--- config.mk ---
export PLATFORM = sky130hd
export DESIGN_NAME = dcu
export DESIGN_NICKNAME = d
export VERILOG_FILES = /design/src/rtl/dcu.sv
export SDC_FILE = /design/constraint.sdc
export NUM_CORES = 1
export LEC_CHECK = 0
export ABC_CLOCK_PERIOD_IN_PS = 1700
export CAP_MARGIN = 40
export CORE_ASPECT_RATIO = 2
export CORE_UTILIZATION = 18
export CTS_BUF_LIST = sky130_fd_sc_hd__clkbuf_4
export DETAILED_ROUTE_END_ITERATION = 8
export GPL_TIMING_DRIVEN = 0
export PLACE_DENSITY = 0.8
export SLEW_MARGIN = 20
export SYNTH_ARGS = -nofsm -noshare
export SYNTH_HDL_FRONTEND = slang
export SYNTH_SLANG_ARGS = --single-unit
--- constraint.sdc ---
create_clock -name clk -period 1.7 [get_ports clk]
set_clock_uncertainty 0.1 [all_clocks]
set_input_delay 0.34 -clock clk [delete_from_list [all_inputs] [get_ports clk]]
set_output_delay 0.34 -clock clk [all_outputs]
set_load 0.05 [all_outputs]
--- src/rtl/dcu.sv ---
// Decode/control unit: routes the granted master's AXI transaction to a slave.
// Optional DCU_DECERR_EN macro enables an internal DECERR default slave.
module dcu #(
    parameter int          ADDR_W = 32,
    parameter logic [3:0]  S0_TAG = 4'h0,
    parameter logic [3:0]  S1_TAG = 4'h1
) (
    input  logic              clk,
    input  logic              rstn,
    input  logic [1:0]        mas_sel,
    input  logic              awvalid,
    input  logic              awready,
    input  logic [ADDR_W-1:0] awaddr,
    input  logic              wvalid,
    input  logic              wready,
    input  logic              wlast,
    input  logic              bvalid,
    input  logic              bready,
    input  logic              arvalid,
    input  logic              arready,
    input  logic [ADDR_W-1:0] araddr,
    input  logic [7:0]        arlen,
    input  logic              rvalid,
    input  logic              rready,
    input  logic              rlast,
    output logic [1:0]        slv_sel,
    output logic              endtrans,
    output logic              dflt_awready,
    output logic              dflt_wready,
    output logic              dflt_bvalid,
    output logic [1:0]        dflt_bresp,
    output logic              dflt_arready,
    output logic              dflt_rvalid,
    output logic              dflt_rlast,
    output logic [1:0]        dflt_rresp
);

    typedef enum logic [2:0] {
        IDLE  = 3'd0,
        WDATA = 3'd1,
        WRESP = 3'd2,
        RDATA = 3'd3,
        DONE  = 3'd4
    } state_t;

    localparam logic [1:0] SEL_NONE = 2'b00;
    localparam logic [1:0] SEL_S0   = 2'b01;
    localparam logic [1:0] SEL_S1   = 2'b10;
    localparam logic [1:0] SEL_DFLT = 2'b11;

    state_t     state_q, state_d;
    logic [1:0] sel_q, sel_d;

    logic       granted;
    logic [3:0] aw_tag, ar_tag;
    logic [1:0] aw_dec, ar_dec, req_dec;
    logic       aw_hs, ar_hs, w_last_hs, b_hs, r_hs, r_last_hs;

    function automatic logic [1:0] decode(input logic [3:0] tag);
        logic [1:0] res;
        if (tag == S0_TAG) begin
            res = SEL_S0;
        end else if (tag == S1_TAG) begin
            res = SEL_S1;
        end else begin
`ifdef DCU_DECERR_EN
            res = SEL_DFLT;
`else
            res = SEL_S0;
`endif
        end
        return res;
    endfunction

    assign granted   = (mas_sel != 2'b00);
    assign aw_tag    = awaddr[ADDR_W-1 -: 4];
    assign ar_tag    = araddr[ADDR_W-1 -: 4];
    assign aw_dec    = decode(aw_tag);
    assign ar_dec    = decode(ar_tag);
    assign req_dec   = awvalid ? aw_dec : (arvalid ? ar_dec : SEL_NONE);
    assign aw_hs     = awvalid & awready;
    assign ar_hs     = arvalid & arready & ~awvalid;
    assign w_last_hs = wvalid & wready & wlast;
    assign b_hs      = bvalid & bready;
    assign r_hs      = rvalid & rready;
    assign r_last_hs = r_hs & rlast;

    logic unused_addr_bits;
    assign unused_addr_bits = ^{awaddr[ADDR_W-5:0], araddr[ADDR_W-5:0]};

    always_ff @(posedge clk or negedge rstn) begin
        if (!rstn) begin
            state_q <= IDLE;
            sel_q   <= SEL_NONE;
        end else begin
            state_q <= state_d;
            sel_q   <= sel_d;
        end
    end

    always_comb begin
        state_d  = state_q;
        sel_d    = sel_q;
        slv_sel  = SEL_NONE;
        endtrans = 1'b0;
        unique case (state_q)
            IDLE: begin
                if (granted) begin
                    slv_sel = req_dec;
                    // A pending write always wins over a simultaneous read.
                    if (aw_hs) begin
                        state_d = WDATA;
                        sel_d   = aw_dec;
                    end else if (ar_hs) begin
                        state_d = RDATA;
                        sel_d   = ar_dec;
                    end
                end
            end
            WDATA: begin
                slv_sel = sel_q;
                if (w_last_hs) begin
                    state_d = WRESP;
                end
            end
            WRESP: begin
                slv_sel = sel_q;
                if (b_hs) begin
                    state_d = DONE;
                end
            end
            RDATA: begin
                slv_sel = sel_q;
                if (r_last_hs) begin
                    state_d = DONE;
                end
            end
            DONE: begin
                endtrans = 1'b1;
                state_d  = IDLE;
                sel_d    = SEL_NONE;
            end
            default: begin
                state_d = IDLE;
                sel_d   = SEL_NONE;
            end
        endcase
        if (!rstn) begin
            slv_sel  = SEL_NONE;
            endtrans = 1'b0;
        end
    end

`ifdef DCU_DECERR_EN
    logic [7:0] cnt_q, cnt_d;
    logic       dflt_sel;

    assign dflt_sel = (sel_q == SEL_DFLT);

    always_ff @(posedge clk or negedge rstn) begin
        if (!rstn) begin
            cnt_q <= 8'd0;
        end else begin
            cnt_q <= cnt_d;
        end
    end

    always_comb begin
        cnt_d = cnt_q;
        if (state_q == IDLE && granted && ar_hs) begin
            cnt_d = arlen;
        end else if (state_q == RDATA && r_hs && cnt_q != 8'd0) begin
            // Saturates at zero so the last beat never wraps the count.
            cnt_d = cnt_q - 8'd1;
        end
    end

    always_comb begin
        dflt_awready = 1'b0;
        dflt_arready = 1'b0;
        dflt_wready  = 1'b0;
        dflt_bvalid  = 1'b0;
        dflt_rvalid  = 1'b0;
        dflt_rlast   = 1'b0;
        dflt_bresp   = 2'b11;
        dflt_rresp   = 2'b11;
        if (state_q == IDLE && granted) begin
            dflt_awready = awvalid & (aw_dec == SEL_DFLT);
            dflt_arready = ~awvalid & arvalid & (ar_dec == SEL_DFLT);
        end
        dflt_wready = (state_q == WDATA) & dflt_sel;
        dflt_bvalid = (state_q == WRESP) & dflt_sel;
        dflt_rvalid = (state_q == RDATA) & dflt_sel;
        dflt_rlast  = dflt_rvalid & (cnt_q == 8'd0);
        if (!rstn) begin
            dflt_awready = 1'b0;
            dflt_arready = 1'b0;
            dflt_wready  = 1'b0;
            dflt_bvalid  = 1'b0;
            dflt_rvalid  = 1'b0;
            dflt_rlast   = 1'b0;
            dflt_bresp   = 2'b00;
            dflt_rresp   = 2'b00;
        end
    end
`else
    logic unused_rd;
    assign unused_rd    = ^arlen;
    assign dflt_awready = 1'b0;
    assign dflt_wready  = 1'b0;
    assign dflt_bvalid  = 1'b0;
    assign dflt_bresp   = 2'b00;
    assign dflt_arready = 1'b0;
    assign dflt_rvalid  = 1'b0;
    assign dflt_rlast   = 1'b0;
    assign dflt_rresp   = 2'b00;
`endif

endmodule

# Yosys cells after proc, flatten, opt, wreduce, memory -nomap -nowiden
# Cells that the tools add are included.
[word_totals]
register_bits = 5
latch_bits = 0
ram_bits = 0
rom_bits = 0
word_cells = 52
n_memories = 0
[op_classes]
add_sub_neg = 0
n_mul = 0
n_div = 0
order_cmp = 0
n_eq_ne = 11
shifts = 0
muxes = 22
bitwise = 10
reduce_logical = 7
[ops]
columns = ["op", "count"]
rows = [
  ["2-bit two-way mux", 11],
  ["3-bit two-way mux", 6],
  ["3-bit case mux with 4 select lines", 1],
  ["1-bit bitwise AND", 8],
  ["4-bit by 1-bit == test with 1-bit output (second input constant)", 2],
  ["4-bit logical NOT", 2],
  ["2-bit != test (second input constant)", 4],
  ["2-bit case mux with 2 select lines", 2],
  ["3-bit by 2-bit == test with 1-bit output (second input constant)", 2],
  ["5-bit AND reduction", 1],
  ["3-bit by 1-bit == test with 1-bit output (second input constant)", 1],
  ["3-bit == test (second input constant)", 1],
  ["3-bit logical NOT", 1],
  ["3-bit != test (second input constant)", 1],
  ["3-bit AND reduction", 1],
  ["3-bit OR reduction", 1],
  ["1-bit two-way mux", 2],
  ["1-bit inverter", 2],
  ["2-bit nonzero test", 1],
]

# Longest topological paths before layout
[logic_depth]
ltp_word = 8
depth_mapped = 5

# Worst setup path after synthesis
# No wires, ideal clock.
[synth_path]
path_kind = "input to output"
start = "in araddr[31]"
end = "out slv_sel[1]"
arrival_ns = 1.365
required_ns = 1.260
path_slack_ns = -0.105
cell_stages = 4
cell_sequence = "nor4b_2 > nand2_1 > o21ai_0 > a32o_1"
[synth_via]
elab_chain_cells = 8
elab_cells_between_ends = 9
[synth_lines]
columns = ["element", "line", "rtl"]
rows = [
  ["start, declared", "21", "input logic [ADDR_W-1:0] araddr,"],
  ["4-bit by 1-bit == test with 1-bit output", "63", "end else if (tag == S1_TAG) begin"],
  ["2-bit two-way mux", "63", ""],
  ["2-bit two-way mux *", "61", "if (tag == S0_TAG) begin"],
  ["2-bit two-way mux * (2 in a row)", "80", "assign req_dec = awvalid ? aw_dec : (arvalid ? ar_dec : SEL_NONE);"],
  ["2-bit two-way mux *", "108", "if (granted) begin"],
  ["2-bit case mux with 2 select lines *", "106", "unique case (state_q)"],
  ["2-bit two-way mux *", "148", "if (!rstn) begin"],
  ["end, declared", "26", "output logic [1:0] slv_sel,"],
]
# Mark *: on every way between the ends. The rest lies on a longest branch, timed or not.

# Final worst setup path
[layout_path]
start = "reg state_q[1]"
end = "out slv_sel[1]"
[layout_via]
elab_chain_cells = 4
elab_cells_between_ends = 7
[layout_lines]
columns = ["element", "line", "rtl"]
rows = [
  ["start, declared", "51", "state_t state_q, state_d;"],
  ["start signal, assigned", "96", "state_q <= state_d;"],
  ["3-bit by 2-bit == test with 1-bit output / 3-bit by 1-bit == test with 1-bit output (equally long branches)", "106", ""],
  ["3-bit OR reduction (no line)", "-", ""],
  ["2-bit case mux with 2 select lines *", "106", ""],
  ["2-bit two-way mux *", "148", ""],
]
# Marks and branches as above.

==> out/metrics.cfg <==
[routing]
drc = 1
via_per_inst = 4.31
drt-pass1-iter-count = 6
via_count = 547
wl_per_cell_um = 10.5
drtAntennaViolNets = 0
drt_iter0_drc = 7
wl_um = 1330

[pwr]
power_w = 0.000967
power_density_mw_per_mm2 = 1080
leakage_nw = 0.450
clkPwrFrac_pct = 16.3
ir_worst_vdd_uv = 640
p_seq_share_pct = 24.9
power.internal_w = 0.000558
p_switching_w = 0.000409
swShare_pct = 42.3
combinationalPowerShare_pct = 58.8

[layout]
areaGrowthSynthToFinish_pct = 87.6
final_common_cell = buf_4
finalNetCount = 188
layoutNonFillerInstCount = 127
n_antenna_cell = 0
final_layout_size_suffix_gt1_share_pct = 40.4
final_util_pct = 35.2
mostFrequentLayoutCells = buf_4, conb_1, clkdlybuf4s50_1, nand2_1, buf_2

[critical_path]
path_class = flip-flop to output pin
start_kind = flip-flop
crit_fanout = 3
required_ns = 1.26
worst_setup_path_end_kind = output pin
cp.arrival_ns = 1.37

[cts]
clock_path_buffers = 2
cts_tree = done
cts_root_buffer = clkbuf_4
cts_buffers = 3
cts.sinks = 5
cts_max_level = 1
clock_latency_ns = 0.25
clkTransAtPathRegs_ns = 0.05

[timing]
fin_crit_ns = 1.81
drv_slew = 0
max_freq_mhz = 552
setup_viol = 2
setup_slack_ns = -0.111
rsz0062_at_grt = yes
period_share_pct = 107
finalHoldViolCount = 0
hold_slack_ns = 0.459

[synthesis]
netlist.area_leader.share_pct = 26.3
netlist_instances = 55
yosysSeqAreaShare_pct = 26.3
yosys.area.top_type = dfrtp_1
avgSynthCellArea_um2 = 8.64
ys_warn_count = 0
yosysUniqueCellTypes = 30
ys_ff_latch = 5
syn-cell-area_um2 = 475
synthTopCellsByArea = dfrtp_1, buf_4, nor4b_2

[placement]
numPortBuffers = 26
place.gp.congestion = 0.737
hpwl_um = 1010
numPlacedInstances = 118

[run]
maxCapViolCount = 0

[status]
violations = design-rule violations, negative setup slack
status = complete, but fails checks

[floorplanning]
io_pins = 101
fp.dieW_um = 38.3
die_h_um = 74.7
num_rows = 26
dieArea_mm2 = 0.00286
initial_utilization_pct = 18.7
core_mm2 = 0.00254

[grt]
grt-ovfl-total = 0
grt_max_degree = 9
grt_pass1_vias = 508
grt_pass1_wl_um = 1950
grt.total_usage_pct = 10.1
antenna_found_initial = 0

[worst_hold_path]
hold_class = flip-flop to flip-flop

==> repair_timing <==
| action | 4_1_cts | 5_1_grt |
|---|---|---|
| resized for setup | 66 | 1 |
| pin swaps | 10 | 2 |
| endpoints found under the setup margin | 3 | 2 |
| hold buffers | 1 | 0 |
| buffers inserted | 4 | 1 |
| hold endpoints to repair | 5 | 0 |
==> synthesized netlist by cell type (all sizes together) <==
master,n
and2b,1
mux2i,1
nor3b,1
o21ai,2
o41ai,1
and3b,1
conb,1
a311oi,1
nand3,1
inv,1
nor2,1
a21oi,5
and3,1
nor2b,2
and4b,1
o22ai,1
nor4b,2
nand2b,1
a32oi,1
a21bo,1
dfrtp,5
buf,11
nand2,6
a32o,2
or2,1
and2,1
a21o,1
nand4,1
==> critical path: stages (launching register included) <==
cell,delay [ns]
dfrtp_2,0.41
nor2_4,0.12
and2b_1,0.20
a32o_2,0.24
buf_8,0.15
==> final cells by class <==
class	instances	area, um2
clock buffers	4	30.0
plain buffers	10	75.1
well taps	28	35.0
inverters	1	3.75
multi-input cells	47	338
fillers	270	1650
flip-flops and latches	5	128
repair buffers	32	283
==> logic make-up after synthesis <==
kind of cell | Yosys count | synth area share [%]
mux | 1 | 2.11
simple gates | 21 | 30.3
flops | 5 | 26.3
compound gates | 15 | 22.9
buf+inv | 12 | 17.6
other cells | 1 | 0.789
==> through the flow <==
stage          cell area [um2]  setup slack [ns]  setup TNS, ns
2_1_floorplan              512            0.0242              0
3_3_place_gp               807             -1.08          -2.98
3_5_place_dp               807             -1.14          -3.28
4_1_cts                    880            -0.114         -0.220
5_1_grt                    892            -0.168         -0.335
6_report                   892            -0.111         -0.214
==> routing by layer <==
layer | vias to the layer above | global-route usage (%) | routed length (um)
met3 | 2 | 1.47 | 160
met4 | 0 | 8.05 | 15
met1 | 235 | 9.24 | 445
li1 | 272 | - | -
met2 | 38 | 18.3 | 707
met5 | - | 0 | 0
==> state kept, by name, indices dropped and copies added (netlist names) <==
signal   count
sel_q        2
state_q      3
==> path summary, 6_finish.rpt <==
check / from / endpoint / slack [ns] / depth (start not counted)
worst min register to register: state_q[2] / sel_q[0] / 0.46 / 1
min in group asynchronous: rstn / state_q[2] / 0.51 / 2
worst min-delay path: state_q[2] / sel_q[0] / 0.46 / 1
max in group asynchronous: rstn / state_q[1] / 0.78 / 2
worst max-delay path: state_q[1] / slv_sel[1] / -0.11 / 4
worst max register to register: state_q[1] / state_q[1] / 0.30 / 5
==> power by group through the flow <==
stage               logic (W)  clock network, W  registers [W]
floorplan            0.000347                 0       0.000218
global placement     0.000457                 0       0.000227
detailed placement   0.000477                 0       0.000237
CTS                  0.000566          0.000165       0.000237
global route         0.000620          0.000173       0.000249
finish               0.000568          0.000157       0.000241
(Power assumes the default switching activity.)
